## config.mk

```make
export PLATFORM = sky130hd
export DESIGN_NAME = axis_slave
export DESIGN_NICKNAME = d
export VERILOG_FILES = /design/src/rtl/axis_pkg.sv /design/src/rtl/axis_sfifo.sv /design/src/rtl/axis_slave.sv
export SDC_FILE = /design/constraint.sdc
export NUM_CORES = 1
export LEC_CHECK = 0
export ABC_AREA = 1
export ABC_CLOCK_PERIOD_IN_PS = 3300
export BUFFER_PORTS_ARGS = -buffer_cell sky130_fd_sc_hd__buf_2
export CAP_MARGIN = 20
export CORE_MARGIN = 1
export CORE_UTILIZATION = 54
export DETAILED_ROUTE_END_ITERATION = 10
export PLACE_DENSITY = 0.8
export SLEW_MARGIN = 25
export SYNTH_ARGS = -nofsm -noshare
export SYNTH_HDL_FRONTEND = slang
export SYNTH_SLANG_ARGS = --single-unit
```

## constraint.sdc

```tcl
create_clock -name clk -period 3.3 [get_ports clk]
set_input_delay 0.99 -clock clk [delete_from_list [all_inputs] [get_ports clk]]
set_output_delay 0.99 -clock clk [all_outputs]
set_load 0.005 [all_outputs]
```

## src/rtl/axis_pkg.sv

```systemverilog
// Shared types and constants for the AXI-Stream slave stage.
// Defines the buffered beat layout, the output framing states and a saturating-increment helper.
package axis_pkg;

  localparam int PKT_LEN_W = 16;
  localparam int STALL_W   = 8;

  // Field order fixes the 43-bit FIFO entry layout {data, strb, keep, user, last}.
  typedef struct packed {
    logic [31:0] data;
    logic [3:0]  strb;
    logic [3:0]  keep;
    logic [1:0]  user;
    logic        last;
  } axis_beat_t;

  typedef enum logic {
    O_IDLE = 1'b0,
    O_PKT  = 1'b1
  } out_state_t;

  function automatic logic [PKT_LEN_W-1:0] sat_inc_len(input logic [PKT_LEN_W-1:0] v);
    return (v == {PKT_LEN_W{1'b1}}) ? v : v + 16'd1;
  endfunction

endpackage

```

## src/rtl/axis_sfifo.sv

```systemverilog
// Synchronous first-word-fall-through FIFO with synchronous flush.
// The head entry is presented whenever the FIFO holds data; the output is zero when it is empty.
module axis_sfifo #(
  parameter int WIDTH = 43,
  parameter int DEPTH = 8
) (
  input  logic             clk,
  input  logic             rst_n,
  input  logic             clear,
  input  logic             wr_vld,
  output logic             wr_rdy,
  input  logic [WIDTH-1:0] wr_data,
  output logic             rd_vld,
  input  logic             rd_rdy,
  output logic [WIDTH-1:0] rd_data
);

  localparam int AW = $clog2(DEPTH);
  localparam int CW = AW + 1;
  localparam logic [CW-1:0] FULL_C = CW'(DEPTH);

  logic [WIDTH-1:0] mem_r [DEPTH];
  logic [AW-1:0]    wr_ptr_r;
  logic [AW-1:0]    rd_ptr_r;
  logic [CW-1:0]    count_r;
  logic             wr_en_s;
  logic             rd_en_s;

  // Full/empty come only from the registered count, so ready never depends on rd_rdy.
  assign wr_rdy  = (count_r != FULL_C);
  assign rd_vld  = (count_r != {CW{1'b0}});
  assign wr_en_s = wr_vld & wr_rdy & ~clear;
  assign rd_en_s = rd_vld & rd_rdy & ~clear;
  assign rd_data = rd_vld ? mem_r[rd_ptr_r] : {WIDTH{1'b0}};

  // Pointer and occupancy tracking; flush wins over any transfer.
  always_ff @(posedge clk or negedge rst_n) begin
    if (!rst_n) begin
      wr_ptr_r <= {AW{1'b0}};
      rd_ptr_r <= {AW{1'b0}};
      count_r  <= {CW{1'b0}};
    end else if (clear) begin
      wr_ptr_r <= {AW{1'b0}};
      rd_ptr_r <= {AW{1'b0}};
      count_r  <= {CW{1'b0}};
    end else begin
      if (wr_en_s) wr_ptr_r <= wr_ptr_r + AW'(1);
      if (rd_en_s) rd_ptr_r <= rd_ptr_r + AW'(1);
      case ({wr_en_s, rd_en_s})
        2'b10:   count_r <= count_r + CW'(1);
        2'b01:   count_r <= count_r - CW'(1);
        default: count_r <= count_r;
      endcase
    end
  end

  // Storage array; contents are only observable through rd_vld-gated rd_data.
  always_ff @(posedge clk) begin
    if (wr_en_s) mem_r[wr_ptr_r] <= wr_data;
  end

endmodule

```

## src/rtl/axis_slave.sv

```systemverilog
// AXI-Stream slave: buffers beats in a FWFT FIFO and hands them to the backend with
// packet framing, per-packet beat count and a backend-stall indicator.
module axis_slave
  import axis_pkg::*;
#(
  parameter int DEPTH   = 8,
  parameter int TIMEOUT = 5
) (
  input  logic                 clk,
  input  logic                 rst_n,
  input  logic                 clear,
  input  logic                 axis_tvalid,
  input  logic [31:0]          axis_tdata,
  input  logic [3:0]           axis_tstrb,
  input  logic [3:0]           axis_tkeep,
  input  logic [1:0]           axis_tuser,
  input  logic                 axis_tlast,
  output logic                 axis_tready,
  output logic                 bk_valid,
  output logic [31:0]          bk_data,
  output logic [3:0]           bk_tstrb,
  output logic [3:0]           bk_tkeep,
  output logic [1:0]           bk_user,
  output logic                 bk_last,
  output logic                 bk_first,
  input  logic                 bk_ready,
  output logic                 bk_pkt_done,
  output logic [PKT_LEN_W-1:0] bk_pkt_len,
  output logic                 bk_nordy
);

  localparam logic [STALL_W-1:0] TIMEOUT_C = STALL_W'(TIMEOUT);

  axis_beat_t           wr_beat_s;
  axis_beat_t           head_s;
  logic                 store_s;
  logic                 deliver_s;
  out_state_t           state_r;
  out_state_t           state_nxt_s;
  logic [PKT_LEN_W-1:0] beat_cnt_r;
  logic [PKT_LEN_W-1:0] pkt_len_r;
  logic                 pkt_done_r;
  logic [STALL_W-1:0]   stall_cnt_r;

  assign wr_beat_s = '{data: axis_tdata, strb: axis_tstrb, keep: axis_tkeep,
                       user: axis_tuser, last: axis_tlast};
  // Null beats are swallowed unless they carry tlast, so a packet end is never lost.
  assign store_s   = axis_tvalid & ((axis_tkeep != 4'h0) | axis_tlast);

  axis_sfifo #(
    .WIDTH ($bits(axis_beat_t)),
    .DEPTH (DEPTH)
  ) u_fifo (
    .clk     (clk),
    .rst_n   (rst_n),
    .clear   (clear),
    .wr_vld  (store_s),
    .wr_rdy  (axis_tready),
    .wr_data (wr_beat_s),
    .rd_vld  (bk_valid),
    .rd_rdy  (bk_ready),
    .rd_data (head_s)
  );

  assign deliver_s   = bk_valid & bk_ready;
  assign bk_data     = head_s.data;
  assign bk_tstrb    = head_s.strb;
  assign bk_tkeep    = head_s.keep;
  assign bk_user     = head_s.user;
  assign bk_last     = head_s.last;
  assign bk_first    = bk_valid & (state_r == O_IDLE);
  assign bk_pkt_done = pkt_done_r;
  assign bk_pkt_len  = pkt_len_r;
  assign bk_nordy    = (stall_cnt_r >= TIMEOUT_C);

  // Framing next-state: a delivered non-last beat opens a packet, a delivered last beat closes it.
  always_comb begin
    state_nxt_s = state_r;
    case (state_r)
      O_IDLE: begin
        if (deliver_s && !head_s.last) state_nxt_s = O_PKT;
        else                           state_nxt_s = O_IDLE;
      end
      O_PKT: begin
        if (deliver_s && head_s.last) state_nxt_s = O_IDLE;
        else                          state_nxt_s = O_PKT;
      end
      default: state_nxt_s = O_IDLE;
    endcase
  end

  // Framing state register.
  always_ff @(posedge clk or negedge rst_n) begin
    if (!rst_n)     state_r <= O_IDLE;
    else if (clear) state_r <= O_IDLE;
    else            state_r <= state_nxt_s;
  end

  // Beat counter, delivered-packet length and done pulse.
  always_ff @(posedge clk or negedge rst_n) begin
    if (!rst_n) begin
      beat_cnt_r <= {PKT_LEN_W{1'b0}};
      pkt_len_r  <= {PKT_LEN_W{1'b0}};
      pkt_done_r <= 1'b0;
    end else if (clear) begin
      beat_cnt_r <= {PKT_LEN_W{1'b0}};
      pkt_len_r  <= {PKT_LEN_W{1'b0}};
      pkt_done_r <= 1'b0;
    end else begin
      pkt_done_r <= deliver_s & head_s.last;
      if (deliver_s && head_s.last) begin
        beat_cnt_r <= {PKT_LEN_W{1'b0}};
        pkt_len_r  <= sat_inc_len(beat_cnt_r);
      end else if (deliver_s) begin
        beat_cnt_r <= sat_inc_len(beat_cnt_r);
      end
    end
  end

  // Consecutive-stall counter: counts cycles the head beat waits on the backend.
  always_ff @(posedge clk or negedge rst_n) begin
    if (!rst_n) begin
      stall_cnt_r <= {STALL_W{1'b0}};
    end else if (clear) begin
      stall_cnt_r <= {STALL_W{1'b0}};
    end else if (bk_valid && !bk_ready) begin
      if (stall_cnt_r != {STALL_W{1'b1}}) stall_cnt_r <= stall_cnt_r + 8'd1;
    end else begin
      stall_cnt_r <= {STALL_W{1'b0}};
    end
  end

endmodule

```

Word-level counts from Yosys, hierarchy flattened
Memories as Yosys holds them, arrays and structs flattened.
Cells that the tools add are included.
- add/sub/neg operators: 6
- magnitude comparators: 1
- eq/ne operators: 6
- multiplexer cells: 23
- bitwise gates (word level): 10
- reduce and logical (&&, ||, !) cells: 12
- operator list (cell ; number):
    $mux W16 ; 6
    $mux W43 ; 1
    $mux W8 ; 3
    $add A16 B1 Y16 const B ; 1
    $eq A16 B16 Y1 const B ; 1
    $mux W3 ; 4
    $add A8 B1 Y8 const B ; 1
    $ge A8 B3 Y1 const B ; 1
    $ne A8 B8 Y1 const B ; 1
    $pmux W4 S2 ; 1
    $reduce_bool A4 Y1 ; 2
    $and A1 B1 Y1 ; 7
    $add A3 B1 Y3 const B ; 2
    $mux W1 ; 6
    $reduce_bool A2 Y1 ; 3
    $reduce_bool A3 Y1 ; 2
    $add A4 B1 Y4 const B ; 1
    $mux W4 ; 1
    $ne A4 B4 Y1 const B ; 1
    $sub A4 B1 Y4 const B ; 1
    $logic_and A1 B1 Y1 ; 3
    $ne A3 B2 Y1 const B ; 1
    $eq A2 B1 Y1 const B ; 1
    $eq A2 B2 Y1 const B ; 1
    4 further kinds ; 6
- register bits after elaboration: 52
- bits in writable memories: 344
- bits of input ports: 48
- output and inout bits: 64
- memories kept: 1
- memory list (name ; depth ; width ; read ports ; clocked after memory_dff ; wr ports ; RTL line ; RTL):
    u_fifo.mem_r ; 8 ; 43 ; 1 ; 0 ; 1 ; axis_sfifo.sv:22 ; logic [WIDTH-1:0] mem_r [DEPTH];

Logic depth before layout (Yosys ltp)
- depth in word-level cells: 8
- gate-level depth with buffers: 14

By module
A second synthesis with hierarchy kept.
- cells, all modules: 1391
- area total of the unflattened synthesis: 16390.7 um2
- by module, submodules not included (module ; instances ; cells each ; area each (um2) ; seq. area each (um2)):
    axis_sfifo ; 1 ; 1069 ; 13983.4 ; 10580.1
    axis_slave ; 1 ; 322 ; 2407.3 ; 1051.0

Worst setup path after synthesis
No wires, ideal clock.
- kind: input to register
- from: in axis_tkeep[3]
- to: mem u_fifo.mem_r[0][0], enable pin
- arrival time: 3.350 ns
- required time: 2.857 ns
- path slack: -0.494 ns
- cell stages on the path: 6
- cells stage by stage: nor2_1 -> nand3_1 -> nand3_1 -> nor2_1 -> nand2_1 -> nor2_1
- cells in the longest elaborated chain, start to end: 7
- RTL lines (what ; RTL line ; RTL):
    from (decl) ; axis_slave.sv:15 ; input logic [3:0] axis_tkeep,
    $reduce_bool A4 Y1 ; axis_slave.sv:48 ; assign store_s = axis_tvalid & ((axis_tkeep != 4'h0) | axis_tlast);
    $or A1 B1 Y1 ; axis_slave.sv:48 ;
    $and A1 B1 Y1 ; axis_slave.sv:48 ;
    $and A1 B1 Y1 (2 in a row) ; axis_sfifo.sv:32 ; assign wr_en_s = wr_vld & wr_rdy & ~clear;
    $mux W1 ; axis_sfifo.sv:59 ; if (wr_en_s) mem_r[wr_ptr_r] <= wr_data;
    $mux W1 (not written as such) ; axis_sfifo.sv:59 ;
    to (decl) ; axis_sfifo.sv:22 ;
No other way between the ends.

Final worst setup path
- from: reg u_fifo.rd_ptr_r[0]
- to: out bk_last
- cells in the longest elaborated chain, start to end: 2
- RTL lines (what ; RTL line ; RTL):
    from (decl) ; axis_sfifo.sv:24 ; logic [AW-1:0] rd_ptr_r;
    from (signal assigned) ; axis_sfifo.sv:40 ; rd_ptr_r <= {AW{1'b0}};
    from (signal assigned) ; axis_sfifo.sv:44 ; rd_ptr_r <= {AW{1'b0}};
    from (signal assigned) ; axis_sfifo.sv:48 ; if (rd_en_s) rd_ptr_r <= rd_ptr_r + AW'(1);
    $mem_v2 Z8 W43 ; -- ;
    $mux W43 ; axis_sfifo.sv:34 ; assign rd_data = rd_vld ? mem_r[rd_ptr_r] : {WIDTH{1'b0}};
    to (decl) ; axis_slave.sv:24 ; output logic bk_last,
No other way between the ends.

==> results.json <==
{
  "start_util_pct": 55.57,
  "tightest_slew_ps": 674.4,
  "drc": 0,
  "vias": 11470,
  "ir_drop_mv": 0.5175,
  "synth_top_cell_area_share_pct": 63.91,
  "rsz0062_at_grt": "yes",
  "cts-root-buf": "clkbuf_16",
  "clkPwrFrac_pct": 30.5,
  "synth_most_common_cell": "edfxtp_1",
  "drtAntennaViolNets": 0,
  "p_switching_mw": 4.499,
  "hp-class": "reg2reg",
  "syn-cell-area_um2": 16160,
  "chipWidth_um": 175.0,
  "cts-htree-levels": 2,
  "globalplace.congestion": 0.8627,
  "insertion_delay_ps": 560,
  "finalMaxSlewViolations": 0,
  "combPwrFrac_pct": 29.2,
  "finalWirelength_um": 39650,
  "synthDistinctLibCells": 36,
  "ios": 112,
  "clk_pin_slew_ps": 60,
  "synthFlopType": "edfxtp_1",
  "grt_pass1_vias": 11080,
  "violations": "setup timing",
  "synth_seq_cells": 396,
  "power.density_nw_per_um2": 742.5,
  "post_drt_wl_per_cell_um": 20.76,
  "first_iter_violations": 1241,
  "die-area_um2": 30630,
  "rows": 62,
  "power_mw": 14.21,
  "outcome": "complete, but fails checks",
  "avgSynthCellArea_um2": 11.92,
  "critPathLaunchType": "register",
  "synth_nets": 1412,
  "post-dp-hpwl_um": 21320,
  "cts.sinks": 396,
  "yosys_warnings": 0,
  "cp.required_ps": 2310,
  "fp.coreArea_um2": 29090,
  "antenna_cells": 0,
  "firstDrtPassIters": 6,
  "fin_crit_sh_pct": 100.1,
  "netlist_instances": 1356,
  "p_int_mw": 9.709,
  "maxCapViolations": 0,
  "clock_path_buffers": 3,
  "relSlewSlack_pct": 55.04,
  "post-place-cells": 1812,
  "crit_path_end_kind": "primary output",
  "overflow": 0,
  "grt_max_degree": 65,
  "synth_top_area_cell": "edfxtp_1",
  "ff_latch_area_um2": 11640,
  "leakagePower_nw": 7.054,
  "post-route-min-period_ps": 3302,
  "area_growth_pct": 18.38,
  "numCtsBuffers": 40,
  "via_per_inst": 6.007,
  "die_y_um": 175.0,
  "globalRouteTotalUtil_pct": 25.34,
  "worstPathMaxFanout": 29,
  "p_sw_share_pct": 31.66,
  "crit_arrival_ps": 2310,
  "synth_common_cells": "edfxtp_1, nor2_1, o21ai_0",
  "fmax_ghz": 0.3028,
  "antenna_found_initial": 1,
  "tritoncts": "done",
  "fin_cells": 1910,
  "hold_buffers": 0,
  "critPathKind": "reg2out",
  "setup_slack_ps": -2.147,
  "n_fill_cell": 1966,
  "multiInputGateArea_um2": 4121,
  "sequentialPowerShare_pct": 40.3,
  "finClkSkew_ps": 37.24,
  "synth-seq-area-share_pct": 71.96,
  "numPortBuffers": 111,
  "grt_first_pass_wirelength_um": 60200,
  "hold_violations": 0,
  "synth.area.top_cells": "edfxtp_1, dfrtp_1, o21ai_0",
  "synthArstFlopShare_pct": 13.13,
  "drive_gt1_share_pct": 18.41,
  "setup_viol_count_final": 1,
  "nNetsFinal": 1552,
  "synth-edff-count": 344
}
## area by class of cell
| type | count | area share (%) |
|---|---|---|
| Timing Repair inverter | 2 | 0.09154 |
| Sequential cell | 396 | 60.81 |
| Clock buffer | 48 | 5.388 |
| Tap cell | 384 | 2.511 |
| Multi-Input combinational cell | 836 | 21.54 |
| Inverter | 51 | 1.112 |
| Clock inverter | 24 | 1.164 |
| Timing Repair Buffer | 169 | 7.389 |
## routing by layer
metal	up-vias	part of all wire (%)	GRT usage, %
met5	-	0.033	0
met1	5580	39	33.39
met3	86	8.3	3.699
li1	5146	-	-
met4	2	2.1	8.188
met2	660	51	43.40
## repair_timing
action	CTS	global route
setup buffers	2	13
hold endpoints to repair	0	0
cloned	6	5
endpoints found under the setup margin	36	37
gates resized for setup	19	28
pin swaps	0	5
## layout by cell type (no fill, tap or decap), drive strengths merged
cell type and count:
edfxtp 344, nor2 302, o21ai 242, buf 162, nand2 128, inv 56, dfrtp 52, clkbuf 52
a31oi 44, o22ai 43, nand3 21, clkinv 18, a21oi 16, nor3 10, nand4 8, ha 8
xor2 7, bufinv 3, bufbuf 3, o211ai 2, o21a 2, nand3b 2, a211oi 1
## power groups by stage
stage	Sequential, mW	Clock, mW	Combinational [mW]
finish	5.72	4.33	4.15
global placement	5.81	0	3.24
floorplan	5.80	0	2.07
detailed placement	5.82	0	3.34
CTS	5.74	4.37	3.74
global route	5.73	4.57	4.49
## critical path: stages (launching register included)
cell	delay (ps)
dfrtp_4	510
buf_4	170
bufbuf_16	320
nor2_1	140
nor2_1	70
o21ai_1	110
o211ai_2	120
nand3_4	130
inv_1	80
buf_2	130
## stage by stage
stage | hold slack, ps | setup WS [ps] | util [%] | cell area (um^2) | TNS [ps]
2_1_floorplan | 465.1 | -493.7 | - | 16160 | -167690
3_3_place_gp | 450.5 | 446.1 | 59.59 | 17340 | 0
3_5_place_dp | 456.1 | 333.3 | 59.59 | 17340 | 0
4_1_cts | 470.1 | 1.549 | 64.77 | 18840 | 0
5_1_grt | 492.9 | -65.77 | 65.78 | 19140 | -265.6
6_report | 465.8 | -2.147 | 65.78 | 19140 | -2.147
## cells by family after synthesis
| family | share of synthesized area (%) |
|---|---|
| and+or+nand+nor | 11.94 |
| buffers and inverters | 3.197 |
| AOI/OAI and AO/OA | 11.90 |
| adders and majority gates | 0.6193 |
| DFF | 71.96 |
| xor gates and xnor gates | 0.3793 |
## state kept, by name (all words and copies together), names as in the netlist
signal and cells:
u_fifo.mem_r 344, beat_cnt_r 16, bk_pkt_len 16, stall_cnt_r 8
u_fifo.count_r 4, u_fifo.rd_ptr_r 3, u_fifo.wr_ptr_r 3, bk_pkt_done 1
state_r 1
## path summary, 6_finish.rpt
check	endpoint	cells past startpoint	slack (ps)	startpoint
max	bk_last	9	-2	u_fifo.rd_ptr_r[0]
min	bk_pkt_len[13]	2	470	bk_pkt_len[13]
max reg2reg	u_fifo.count_r[3]	13	900	u_fifo.count_r[3]
min reg2reg	bk_pkt_len[13]	2	470	bk_pkt_len[13]
max in group asynchronous	u_fifo.rd_ptr_r[0]	2	2210	rst_n
min in group asynchronous	state_r	2	590	rst_n
Note: power is estimated with default switching activity, not from simulation.
